## config.mk

```make
export PLATFORM = sky130hd
export DESIGN_NAME = jesd_tx_link
export DESIGN_NICKNAME = d
export VERILOG_FILES = /design/src/rtl/jesd_tx_link.sv
export SDC_FILE = /design/constraint.sdc
export NUM_CORES = 1
export LEC_CHECK = 0
export ABC_AREA = 1
export ABC_CLOCK_PERIOD_IN_PS = 1600
export CAP_MARGIN = 10
export CORE_ASPECT_RATIO = 1.1
export CORE_UTILIZATION = 42
export DETAILED_ROUTE_END_ITERATION = 16
export PLACE_DENSITY = 0.87
export SYNTH_ARGS = -nofsm -noshare
export SYNTH_HDL_FRONTEND = slang
export SYNTH_SLANG_ARGS = --single-unit
```

## constraint.sdc

```tcl
create_clock -name clk -period 1.6 [get_ports clk]
set_input_delay 0.32 -clock clk [delete_from_list [all_inputs] [get_ports clk]]
set_output_delay 0.32 -clock clk [all_outputs]
set_load 0.1 [all_outputs]
```

## src/rtl/jesd_tx_link.sv

```systemverilog
// jesd_tx_link: JESD204B transmit link layer, 2 lanes x 2 octets/clk (F=1): CGS -> 4-MF ILAS -> user data.
// Latency: one cycle from data_i to data_o; every output is registered.
// Backpressure: no stall input; ready marks cycles whose data_i is taken at the next clk edge.
// Ports: clk, rst (async, active-low), sync_n (async, 2-flop synchronised), lmfc_edge, data_i[31:0]
//        -> data_o[31:0], datak_o[3:0] (K flag per octet), ready, sync_err, state_o[1:0] (0=CGS 1=ILAS 2=DATA).
// Build option: define JESD_TX_CHAR_REPLACE_EN to enable /F/ and /A/ character replacement in DATA.
// Lane0 = data_o[15:0], lane1 = data_o[31:16]; the low octet of each lane goes out first.
module jesd_tx_link #(
    parameter int           MF_WORDS = 16,
    parameter logic [7:0]   LANE_ID0 = 8'h00,
    parameter logic [7:0]   LANE_ID1 = 8'h01,
    parameter logic [111:0] LINK_CFG = 112'h0
) (
    input  logic        clk,
    input  logic        rst,
    input  logic        sync_n,
    input  logic        lmfc_edge,
    input  logic [31:0] data_i,
    output logic [31:0] data_o,
    output logic [3:0]  datak_o,
    output logic        ready,
    output logic        sync_err,
    output logic [1:0]  state_o
);
    localparam int            WW        = $clog2(MF_WORDS);
    localparam logic [WW-1:0] LAST_WORD = WW'(MF_WORDS - 1);
    localparam logic [6:0]    LAST_OCT  = 7'(2 * MF_WORDS - 1);
    localparam logic [7:0]    K_R = 8'h1C, K_Q = 8'h9C, K_A = 8'h7C, K_K = 8'hBC;
    // Config octets 2..15 indexed from 0, padded to 16 so a 4-bit index is always in range.
    localparam logic [15:0][7:0] CFG_OCT = {16'h0000, LINK_CFG};

    typedef enum logic [1:0] {ST_CGS = 2'd0, ST_ILAS = 2'd1, ST_DATA = 2'd2} state_t;

    state_t        state, state_nx;
    logic          sync_q1, sync_s;
    logic [WW-1:0] wcnt, wcnt_nx;        // index of the word produced at the next edge
    logic [1:0]    mfcnt, mfcnt_nx;
    logic [2:0]    lowcnt, lowcnt_nx;    // consecutive low sync_s samples, saturates at 4
    logic [31:0]   data_nx;
    logic [3:0]    datak_nx;
    logic          ready_nx, sync_err_nx, resync;

`ifdef JESD_TX_CHAR_REPLACE_EN
    localparam logic [7:0] K_F = 8'hFC;
    logic [1:0][7:0] prev_oct, prev_oct_nx;  // previous original octet per lane
    logic [1:0]      prev_rep, prev_rep_nx;  // 1: previous octet was replaced (or none yet)
    logic [7:0]      lo, hi;
    logic            rep_lo, rep_hi;
`endif

    // One ILAS octet for octet index o of multiframe mf; returns {k, octet}.
    // In MF1 the config octets take precedence over the /A/ end marker.
    function automatic logic [8:0] ilas_oct(input logic [1:0] mf, input logic [6:0] o,
                                            input logic [7:0] lane_id);
        logic [3:0] ci;
        ci = o[3:0] - 4'd2;
        if (o == 7'd0)                                  return {1'b1, K_R};
        else if (mf == 2'd1 && o == 7'd1)               return {1'b1, K_Q};
        else if (mf == 2'd1 && o == 7'd3)               return {1'b0, lane_id};
        else if (mf == 2'd1 && o >= 7'd2 && o <= 7'd15) return {1'b0, CFG_OCT[ci]};
        else if (o == LAST_OCT)                         return {1'b1, K_A};
        else                                            return {2'b00, o};
    endfunction

    // Full ILAS word for both lanes; returns {datak[3:0], data[31:0]}.
    function automatic logic [35:0] ilas_word(input logic [1:0] mf, input logic [WW-1:0] w);
        logic [6:0] o;
        logic [8:0] l0a, l0b, l1a, l1b;
        o   = 7'({w, 1'b0});
        l0a = ilas_oct(mf, o, LANE_ID0);
        l0b = ilas_oct(mf, o + 7'd1, LANE_ID0);
        l1a = ilas_oct(mf, o, LANE_ID1);
        l1b = ilas_oct(mf, o + 7'd1, LANE_ID1);
        return {l1b[8], l1a[8], l0b[8], l0a[8], l1b[7:0], l1a[7:0], l0b[7:0], l0a[7:0]};
    endfunction

    // SYNC_N synchroniser
    always_ff @(posedge clk or negedge rst) begin
        if (!rst) begin
            sync_q1 <= 1'b0;
            sync_s  <= 1'b0;
        end else begin
            sync_q1 <= sync_n;
            sync_s  <= sync_q1;
        end
    end

    always_ff @(posedge clk or negedge rst) begin
        if (!rst) state <= ST_CGS;
        else      state <= state_nx;
    end

    always_comb begin
        state_nx  = state;
        wcnt_nx   = wcnt;
        mfcnt_nx  = mfcnt;
        data_nx   = {4{K_K}};
        datak_nx  = 4'hF;
        ready_nx  = 1'b0;
        lowcnt_nx = sync_s ? 3'd0 : ((lowcnt == 3'd4) ? 3'd4 : lowcnt + 3'd1);
        // The 4th consecutive low sample drops the link back to CGS at this edge.
        resync      = (state != ST_CGS) && (lowcnt_nx == 3'd4);
        // A short low burst (1..3 samples) that has just ended.
        sync_err_nx = (state != ST_CGS) && sync_s && (lowcnt != 3'd0) && (lowcnt < 3'd4);
`ifdef JESD_TX_CHAR_REPLACE_EN
        prev_oct_nx = prev_oct;
        prev_rep_nx = prev_rep;
        lo     = 8'h00;
        hi     = 8'h00;
        rep_lo = 1'b0;
        rep_hi = 1'b0;
`endif
        case (state)
            ST_CGS: begin
                if (sync_s && lmfc_edge) begin
                    state_nx            = ST_ILAS;
                    {datak_nx, data_nx} = ilas_word(2'd0, '0);
                    wcnt_nx             = WW'(1);
                    mfcnt_nx            = 2'd0;
                end
            end
            ST_ILAS: begin
                if (resync) begin
                    state_nx = ST_CGS;
                end else begin
                    {datak_nx, data_nx} = ilas_word(mfcnt, wcnt);
                    if (wcnt == LAST_WORD) begin
                        wcnt_nx  = '0;
                        mfcnt_nx = mfcnt + 2'd1;
                        // Last ILAS word leaves now; data_i is taken from the next edge on.
                        if (mfcnt == 2'd3) begin
                            state_nx = ST_DATA;
                            ready_nx = 1'b1;
`ifdef JESD_TX_CHAR_REPLACE_EN
                            prev_rep_nx = 2'b11;
`endif
                        end
                    end else begin
                        wcnt_nx = wcnt + WW'(1);
                    end
                end
            end
            ST_DATA: begin
                if (resync) begin
                    state_nx = ST_CGS;
                end else begin
                    ready_nx = 1'b1;
                    wcnt_nx  = (wcnt == LAST_WORD) ? '0 : wcnt + WW'(1);
`ifdef JESD_TX_CHAR_REPLACE_EN
                    // Comparisons use the original octets; a replaced octet cannot trigger
                    // replacement of its successor.
                    for (int ln = 0; ln < 2; ln++) begin
                        lo     = data_i[16*ln +: 8];
                        hi     = data_i[16*ln+8 +: 8];
                        rep_lo = !prev_rep[ln] && (lo == prev_oct[ln]);
                        rep_hi = !rep_lo && (hi == lo);
                        data_nx[16*ln +: 8]   = rep_lo ? K_F : lo;
                        data_nx[16*ln+8 +: 8] = rep_hi ? ((wcnt == LAST_WORD) ? K_A : K_F) : hi;
                        datak_nx[2*ln]        = rep_lo;
                        datak_nx[2*ln+1]      = rep_hi;
                        prev_oct_nx[ln]       = hi;
                        prev_rep_nx[ln]       = rep_hi;
                    end
`else
                    data_nx  = data_i;
                    datak_nx = 4'h0;
`endif
                end
            end
            default: state_nx = ST_CGS;
        endcase
    end

    always_ff @(posedge clk or negedge rst) begin
        if (!rst) begin
            wcnt     <= '0;
            mfcnt    <= 2'd0;
            lowcnt   <= 3'd0;
            data_o   <= 32'hBCBC_BCBC;
            datak_o  <= 4'hF;
            ready    <= 1'b0;
            sync_err <= 1'b0;
        end else begin
            wcnt     <= wcnt_nx;
            mfcnt    <= mfcnt_nx;
            lowcnt   <= lowcnt_nx;
            data_o   <= data_nx;
            datak_o  <= datak_nx;
            ready    <= ready_nx;
            sync_err <= sync_err_nx;
        end
    end

`ifdef JESD_TX_CHAR_REPLACE_EN
    always_ff @(posedge clk or negedge rst) begin
        if (!rst) begin
            prev_oct <= '0;
            prev_rep <= 2'b11;
        end else begin
            prev_oct <= prev_oct_nx;
            prev_rep <= prev_rep_nx;
        end
    end
`endif

    assign state_o = state;

endmodule

```

==> results of run 1 <==
==> worst max-delay path, cell delays in order (launching register included) <==
cell	delay, ns
dfrtp_1	0.43
inv_2	0.09
ha_4	0.16
inv_2	0.05
nand2_4	0.08
nor2_4	0.05
nor2_4	0.19
nand2_4	0.14
nand2_2	0.12
inv_1	0.09
nand4_1	0.13
nand2_1	0.08
==> cell families after synthesis <==
logic type / count (synthesis)
adder cells (fa/ha/maj): 12
flip-flops: 49
AO/OA/AOI/OAI: 35
AND/OR/NAND/NOR: 139
buffers and inverters: 41
==> path summary, 6_finish.rpt <==
path | depth (start not counted) | from | to | slack [ns]
setup / recovery | 11 | lowcnt[0] | data_o[17] | -0.12
min in group asynchronous | 3 | rst | lowcnt[2] | 0.50
hold reg to reg | 0 | sync_q1 | sync_s | 0.35
hold / removal | 0 | sync_q1 | sync_s | 0.35
max in group asynchronous | 3 | rst | data_o[28] | 0.80
setup reg to reg | 11 | lowcnt[0] | data_o[17] | -0.12
==> power groups by stage <==
stage / sequential, mW / combinational, mW / clock [mW]
global route: 2.24 / 6.37 / 0.830
finish: 2.21 / 6.16 / 0.769
detailed placement: 2.24 / 5.73 / 0
global placement: 2.22 / 5.63 / 0
floorplan: 4.62 / 1.17 / 0
CTS: 2.22 / 5.79 / 0.787
==> stage by stage <==
step	area, um2	cells	power [mW]	hold WS [ns]
finish	4170	451	9.14	0.353
global route	4170	451	9.44	0.373
CTS	3900	443	8.80	0.355
detailed placement	3740	431	7.97	0.324
global placement	3740	431	7.85	0.317
floorplan	2420	276	5.79	0.0244
==> cell usage in the layout (no fill, tap or decap), types with 4 or more instances in the layout <==
cell / instances
a21oi_1: 13
buf_12: 43
buf_4: 18
clkbuf_8: 6
clkdlybuf4s50_1: 34
dfrtp_1: 25
dfstp_2: 22
ha_1: 8
inv_1: 20
inv_2: 10
nand2_1: 58
nand2_2: 8
nand2_4: 10
nand3_1: 18
nand3_2: 4
nand4_1: 6
nor2_1: 13
nor2_2: 9
nor2_4: 7
o21ai_0: 7
o21ai_1: 5
==> flip-flops by register name, summed over array words and instances (netlist names) <==
register and cells:
state_o 2, data_o 32, sync_s 1, mfcnt 2, sync_err 1, ready 1, wcnt 4, lowcnt 3
sync_q1 1, datak_o 2
==> per-layer routing <==
layer  vias to the layer above  track usage (%)  part of all wire (%)  routed length, um
li1                       1080                -                     -                  -
met1                      1186             27.2                    36               2830
met2                       157             44.5                    54               4280
met3                        40             4.34                   6.0                477
met4                         0             8.85                   4.4                353
met5                         -                0                     0                  0
==> synthesized netlist by cell type <==
| cell type | instances | area share [%] |
|---|---|---|
| buf_4 | 3 | 0.95 |
| nand4_1 | 6 | 1.6 |
| inv_2 | 6 | 0.95 |
| a21oi_2 | 1 | 0.37 |
| o21ai_1 | 5 | 1.1 |
| nor4_1 | 1 | 0.26 |
| nor3_1 | 2 | 0.42 |
| nor2_1 | 25 | 4.0 |
| nand3_1 | 23 | 4.8 |
| o211ai_1 | 1 | 0.32 |
| o21ai_0 | 10 | 2.1 |
| nand2_4 | 2 | 0.95 |
| ha_1 | 12 | 6.3 |
| a211oi_1 | 1 | 0.32 |
| nor2_2 | 3 | 0.79 |
| nor2_4 | 1 | 0.47 |
| inv_1 | 28 | 4.4 |
| o21a_1 | 1 | 0.32 |
| dfrtp_1 | 27 | 28 |
| nand3b_1 | 2 | 0.63 |
| clkbuf_1 | 3 | 0.47 |
| nand2_1 | 70 | 11 |
| nand2_2 | 4 | 1.1 |
| buf_2 | 1 | 0.21 |
| dfstp_2 | 22 | 24 |
| a21oi_1 | 16 | 3.4 |
==> repair_timing <==
item / in CTS / in global routing
resized for setup: 10 / 54
gates cloned: 1 / 0
hold buffers: 1 / 0
buffers inserted: 2 / 8
setup endpoints to repair: 30 / 43
pin swaps: 7 / 12
endpoints found under the hold margin: 27 / 0
==> cell type report <==
class | count | area share (%)
clock inverters | 2 | 0.330
clock buffers | 6 | 1.98
repair buffers | 98 | 32.7
inverters | 34 | 3.36
well taps | 75 | 2.25
multi-input cells | 187 | 29.1
flip-flops and latches | 49 | 30.3
==> metrics.cfg, run 1 <==
[clock_network]
numCtsBuffers=5
htree_levels=2
cts.sinks=49
clkTransAtPathRegs_ns=0.09
cts_buffer_depth=2
cts_root_buf=clkbuf_8
clock_latency_ns=0.31
cts_tree=yes

[route]
routed_wl_mm=7.94
wl_per_cell_um=17.6
drtPass1Iterations=5
via_count=2463
viasPerCell=5.46
drc=0
drtIter0Drc=233
final_antenna_net_count=0

[floorplan]
initial_core_util_pct=43.7
std_cell_rows=28
core_um2=5430
fp.dieW_um=73.7
pin_count=76
die-area_um2=5960
fp.dieH_um=80.9

[worst_setup_path]
start_kind=flip-flop
crit_type=reg2reg
cp_max_fo=5
required_ns=1.80
crit_path_end_kind=flip-flop
cp_data_arrival_time_ns=1.92

[status]
status=finished, violations left
violations=negative setup slack

[sta]
setup_tns_ns=-0.902
max_slew_margin_pct=73.1
finalSetupViolations=22
period_needed_ns=1.72
period_share_pct=107
fmax_mhz=583
hold_viol=0
rsz0062_at_grt=true
finalClockSkew_ns=0.00768
worst_pin_slew_ns=0.400
setup_slack_ns=-0.116
slew_viol_final=0

[grt]
grt_pass1_wl_mm=10.7
track_usage_pct=24.0
grt_pass1_vias=2268
grt_antenna_before_repair=0
grt_max_degree=50
grt-ovfl-total=0

[worst_hold_path]
hold_path.class=reg2reg

[final_layout]
n_antenna_cell=0
drive_above_1_share_pct=42.8
fin_util_pct=76.7
nFillCells=289
regArea_um2=1260
synthToLayoutAreaGrowth_pct=75.4
multi_input_area_um2=1210
nets=423

[synthesis]
syn-cell-area_um2=2370
muxShareOfSynthArea_pct=0
ys_seq_area_share_pct=52.8
synthXorXnorAreaFrac_pct=0
yosys.area_share.simple_pct=26.0
synthAdderAreaFrac_pct=6.32
ys_ff_latch=49
syn_avg_cell_area_um2=8.60
synth_compound_area_share_pct=7.85
synthesis.nets=324
synth_top_family_by_area=simple AND/OR/NAND/NOR gates
yosysWarnings=0
synth_cell_type_count=26
syn-instance-count=276

[pwr]
cellLeakagePower_nw=1.96
power_frac_seq_pct=24.2
clock_power_share_pct=8.4
internal_power_mw=4.29
p_per_area_nw_per_um2=2190
p_switching_mw=4.85
ir_drop_mv=1.64
pwr-share-comb_pct=67.4
swShare_pct=53.1

[placement]
io_buffers=75
place_congestion=0.897
dp_slack_ns=-0.0300
hpwl_mm=5.14

[flow_run]
drv_cap=0

Note: power is estimated with default switching activity, not from simulation.
==> run 2, diff against run 1 <==
--- a/config.mk
+++ b/config.mk
@@ -8,10 +8,10 @@
 export ABC_AREA = 1
 export ABC_CLOCK_PERIOD_IN_PS = 1600
 export CAP_MARGIN = 10
-export CORE_ASPECT_RATIO = 1.1
+export CORE_ASPECT_RATIO = 1.25
 export CORE_UTILIZATION = 42
 export DETAILED_ROUTE_END_ITERATION = 16
-export PLACE_DENSITY = 0.87
+export PLACE_DENSITY = 0.74
 export SYNTH_ARGS = -nofsm -noshare
 export SYNTH_HDL_FRONTEND = slang
 export SYNTH_SLANG_ARGS = --single-unit
==> run 2 against run 1 <==
The flow still finishes with violations (negative setup slack). Critical path depth decreased by 2. Clock power down 4.8%. Largest power group unchanged. Maximum frequency rose by 3.9%. Utilization fell by 0.77 points. Register-to-register slack gained 0.06 ns. Combinational power about the same. Wire length down 16%. Clock skew down 0.0034 ns. Non-clock buffer count is 4 higher.
==> metrics.cfg, run 2 (synthesis results as in run 1) <==
[clock_network]
cts.sinks=49
numCtsBuffers=5
clock_latency_ns=0.31
cts_root_buf=clkbuf_8
clkTransAtPathRegs_ns=0.09
cts_tree=yes
cts_buffer_depth=2
htree_levels=2

[sta]
period_needed_ns=1.65
rsz0062_at_grt=true
whs_ns=0.369
period_share_pct=103
finalClockSkew_ns=0.00426
finalSetupViolations=20
slew_viol_final=0
setup_slack_ns=-0.0508
hold_viol=0
max_slew_margin_pct=68.0
worst_pin_slew_ns=0.479
fmax_mhz=606

[route]
routed_wl_mm=6.70
wl_per_cell_um=15.1
final_antenna_net_count=0
drtIter0Drc=190
drtPass1Iterations=5
viasPerCell=5.10
drc=0
via_count=2264

[final_layout]
finalNonFillerCells=444
mostFrequentLayoutCells=nand2_1, buf_12, clkdlybuf4s50_1
drive_above_1_share_pct=41.6
reg.largest.list=data_o: 32 flops, wcnt: 4 flops, lowcnt: 3 flops
multi_input_area_um2=1170
nFillCells=324
layout_commonest_cell=nand2_1
regMostFlops=data_o
n_antenna_cell=0
regArea_um2=1260
synthToLayoutAreaGrowth_pct=74.1
nets=427
largest_reg_flops=32
fin_util_pct=76.0

[worst_setup_path]
crit_family=simple AND/OR/NAND/NOR gates
worstPathCellList=ha_2 -> o21ai_1 -> nor2_4 -> nand2_4 -> nand2_4 -> nand2_4 -> nand2_2 -> nor2_2 -> nand2_1
startpoint=lowcnt[0]
r2r_slack_ns=-0.05
start_kind=flip-flop
crit_type=reg2reg
crit_path_end_kind=flip-flop
crit_path_end=data_o[27]
worstReg2RegEnd=data_o[27]
cpMostUsedCell=nand2_4
cpPeakStageDelay_ns=0.42
cp_num_buf_inv=0
required_ns=1.84
cp_max_fo=5
cp_data_arrival_time_ns=1.89
reg2regPathDepth=9
cp.depth=9
r2r_start=lowcnt[0]
crit_slowest_cell=dfrtp_1

[floorplan]
die-area_um2=5960
core_um2=5440
std_cell_rows=30
initial_core_util_pct=43.6
fp.dieW_um=69.3
fp.dieH_um=86.1
pin_count=76

[grt]
grt_pass1_wl_mm=10.4
grt-ovfl-total=0
grt_antenna_before_repair=0
track_usage_pct=22.7
grt_pass1_vias=2245
grt_max_degree=32

[placement]
place_congestion=0.881
io_buffers=75
hpwl_mm=4.79
dp_slack_ns=-0.137
dp.cells=426

[status]
status=finished, violations left
violations=negative setup slack

[flow_run]
drv_cap=0

[worst_hold_path]
hold_path.class=reg2reg
hold_depth=0

[pwr]
p_per_area_nw_per_um2=2190
cellLeakagePower_nw=1.95
ir_drop_mv=0.907
power.total_mw=9.05

## run 2: changes by cell type in the layout (fill, tap and decap cells not counted), sizes merged
cell    change
clkinv      -2
buf         +4
inv         +2
## run 2: final cells by class
cell class	instances	area share (%)
Tap cell	64	1.94
Timing Repair Buffer	102	33.7
Multi-Input combinational cell	187	28.3
Sequential cell	49	30.5
Clock inverter	2	0.303
Clock buffer	6	1.76
Inverter	34	3.51
## run 2: per-stage QoR
step	TNS [ns]	area, um2
after floorplan	-0.0584	2420
after global placement	-0.358	3770
after detailed placement	-1.99	3770
after CTS	-0.0261	3990
after global routing	-2.35	4130
final	-0.426	4130
## run 2: worst min-delay path by stage
stage | start | endpoint | slack, ns
floorplan | rst | data_o[0] | 0.02
global placement | rst | wcnt[2] | 0.30
detailed placement | rst | wcnt[2] | 0.30
CTS | sync_q1 | sync_s | 0.37
global route | sync_q1 | sync_s | 0.39
finish | sync_q1 | sync_s | 0.37
## run 2: power breakdown
part | internal (mW) | switching [mW]
Clock | 0.311 | 0.421
Combinational | 2.17 | 3.97
Sequential | 1.82 | 0.354
Total | 4.31 | 4.74
## run 2: per-layer routing
| metal | part of all wire, % | global-route usage, % | vias up |
|---|---|---|---|
| met1 | 37 | 25.0 | 1067 |
| li1 | - | - | 1083 |
| met2 | 54 | 40.2 | 92 |
| met5 | 0 | 0 | - |
| met4 | 3.7 | 13.9 | 0 |
| met3 | 4.6 | 4.70 | 22 |
## run 2: timing repair
action | CTS | global route
gates cloned | 1 | 0
pin swaps | 10 | 16
hold endpoints to repair | 15 | 0
setup endpoints to repair | 35 | 43
buffers inserted | 4 | 4
gates resized for setup | 24 | 34
hold buffers | 1 | 0
==> edit (config.mk and constraints of run 1) <==
The option `JESD_TX_CHAR_REPLACE_EN` is turned on by a define.
--- a/src/rtl/jesd_tx_link.sv
+++ b/src/rtl/jesd_tx_link.sv
@@ -5,6 +5,8 @@
 //        -> data_o[31:0], datak_o[3:0] (K flag per octet), ready, sync_err, state_o[1:0] (0=CGS 1=ILAS 2=DATA).
 // Build option: define JESD_TX_CHAR_REPLACE_EN to enable /F/ and /A/ character replacement in DATA.
 // Lane0 = data_o[15:0], lane1 = data_o[31:16]; the low octet of each lane goes out first.
+`define JESD_TX_CHAR_REPLACE_EN
+
 module jesd_tx_link #(
     parameter int           MF_WORDS = 16,
     parameter logic [7:0]   LANE_ID0 = 8'h00,
Function: no difference found for any inputs over 10 cycles, from zero or initial values and one cycle with rst low; that may be too few to reach the edited logic, so the function may still have changed.
==> edit against run 1 <==
The flow still finishes with violations (negative setup slack). Sequential share of layout area shrank 2.1 points. Die area grew 53%. Worst setup slack lost 270 ps. Synthesized area grew 55%. Total power grew 64%. Wire length grew 87%. Synthesized cell count grew 71%. Cell area grew 51%. Sequential cell count grew 20. Largest cell class is now multi-input combinational cells. Highest routed layer unchanged.
==> edit: results <==
set metrics [dict create \
    met2WireLength_um 7582 \
    ir_drop_v 0.001690 \
    ys_seq_area_frac 0.4782 \
    grt_pass1_wl_um 19440 \
    grt_use_met3 0.06818 \
    htree_levels 3 \
    critPathMaxStageDelay_ps 550 \
    yosys-top-cells-area "dfrtp_1 (29%), dfstp_2 (19%), nand2_1 (15%)" \
    pre_cts_ws_ps -423.1 \
    hold_path.startpoint "data_i[13]" \
    synth.distinct_cells 33 \
    hold_class "in -> reg" \
    status "finished with violations" \
    stdcell_count 741 \
    synth-compound-area-share 0.1065 \
    drt_iter0_drc 395 \
    synth-adder-area-share 0.04082 \
    routedWlPerCell_um 20.02 \
    clock_skew_ps 9.995 \
    setup_viol 58 \
    hold_end "data_o[13]$_DFF_PN1_" \
    critPathKind "in -> reg" \
    p_switching_mw 7.847 \
    violations "negative setup slack" \
    clk_pin_slew_ps 70 \
    wl_met3_um 1181 \
    min_path_cells 3 \
    gr-usage-met2 0.5111 \
    dpl_cell_area_mm2 0.005440 \
    post_cts_resized 62 \
    synthXorXnorAreaFrac 0.02143 \
    synthesis.nets 519 \
    grt_usage 0.2803 \
    tightest_slew_ps 390.4 \
    grt_pass1_vias 4186 \
    placedCellCount 711 \
    dp_hpwl_um 8583 \
    timing.rr.start "prev_oct[0]$_DFFE_PN0P_" \
    wl_met1_um 5091 \
    met1_usage 0.2834 \
    final.setup.worst_slack_ps -388.0 \
    grt_max_degree 70 \
    critPathSlowestCell "clkdlybuf4s50_1" \
    post_drt_via_cell_ratio 5.637 \
    syn_area_per_cell_um2 7.810 \
    gp_congestion 0.9539 \
    dr.pass1.iters 7 \
    layout.nets 673 \
    synth_common_cells "nand2_1 (151), inv_1 (70), dfrtp_1 (43)" \
    clock_latency_ps 360 \
    reg2reg_to "data_o[15]$_DFF_PN1_" \
    setup_tns_ps -8623 \
    r2r_setup_slack_ps -230 \
    ff2ff_path_depth 10 \
    whs_ps 296.1 \
    largestRegisters "data_o (32), prev_oct (16)" \
    multi_input_area_mm2 0.002090 \
    leakagePower_nw 3.022 \
    numCtsBuffers 9 \
    critPathLaunch "data_i[1]" \
]
==> edit: cell count changes after synthesis, moves of 5 or more <==
cell	before	now
dfrtp_1	27	43
o211ai_1	1	6
o21ai_0	10	28
a21oi_1	16	24
nand3_1	23	29
nor2_1	25	33
xor2_1	0	8
inv_1	28	70
nand2_1	70	151
==> edit: area by class of cell <==
cell class,instances,share of cell area
Multi-Input combinational cell,321,0.3326
Sequential cell,69,0.2812
Clock inverter,4,0.007568
Timing Repair Buffer,152,0.2854
Inverter,72,0.04800
Clock buffer,12,0.02310
Tap cell,111,0.02211
==> edit: power by group through the flow <==
stage	sequential [mW]	clock, mW	combinational, mW
2_1_floorplan	6.38	0	2.15
3_3_place_gp	3.39	0	8.30
3_5_place_dp	3.43	0	8.46
4_1_cts	3.41	1.43	8.84
5_1_grt	3.52	1.51	10.4
6_report	3.47	1.44	10.1
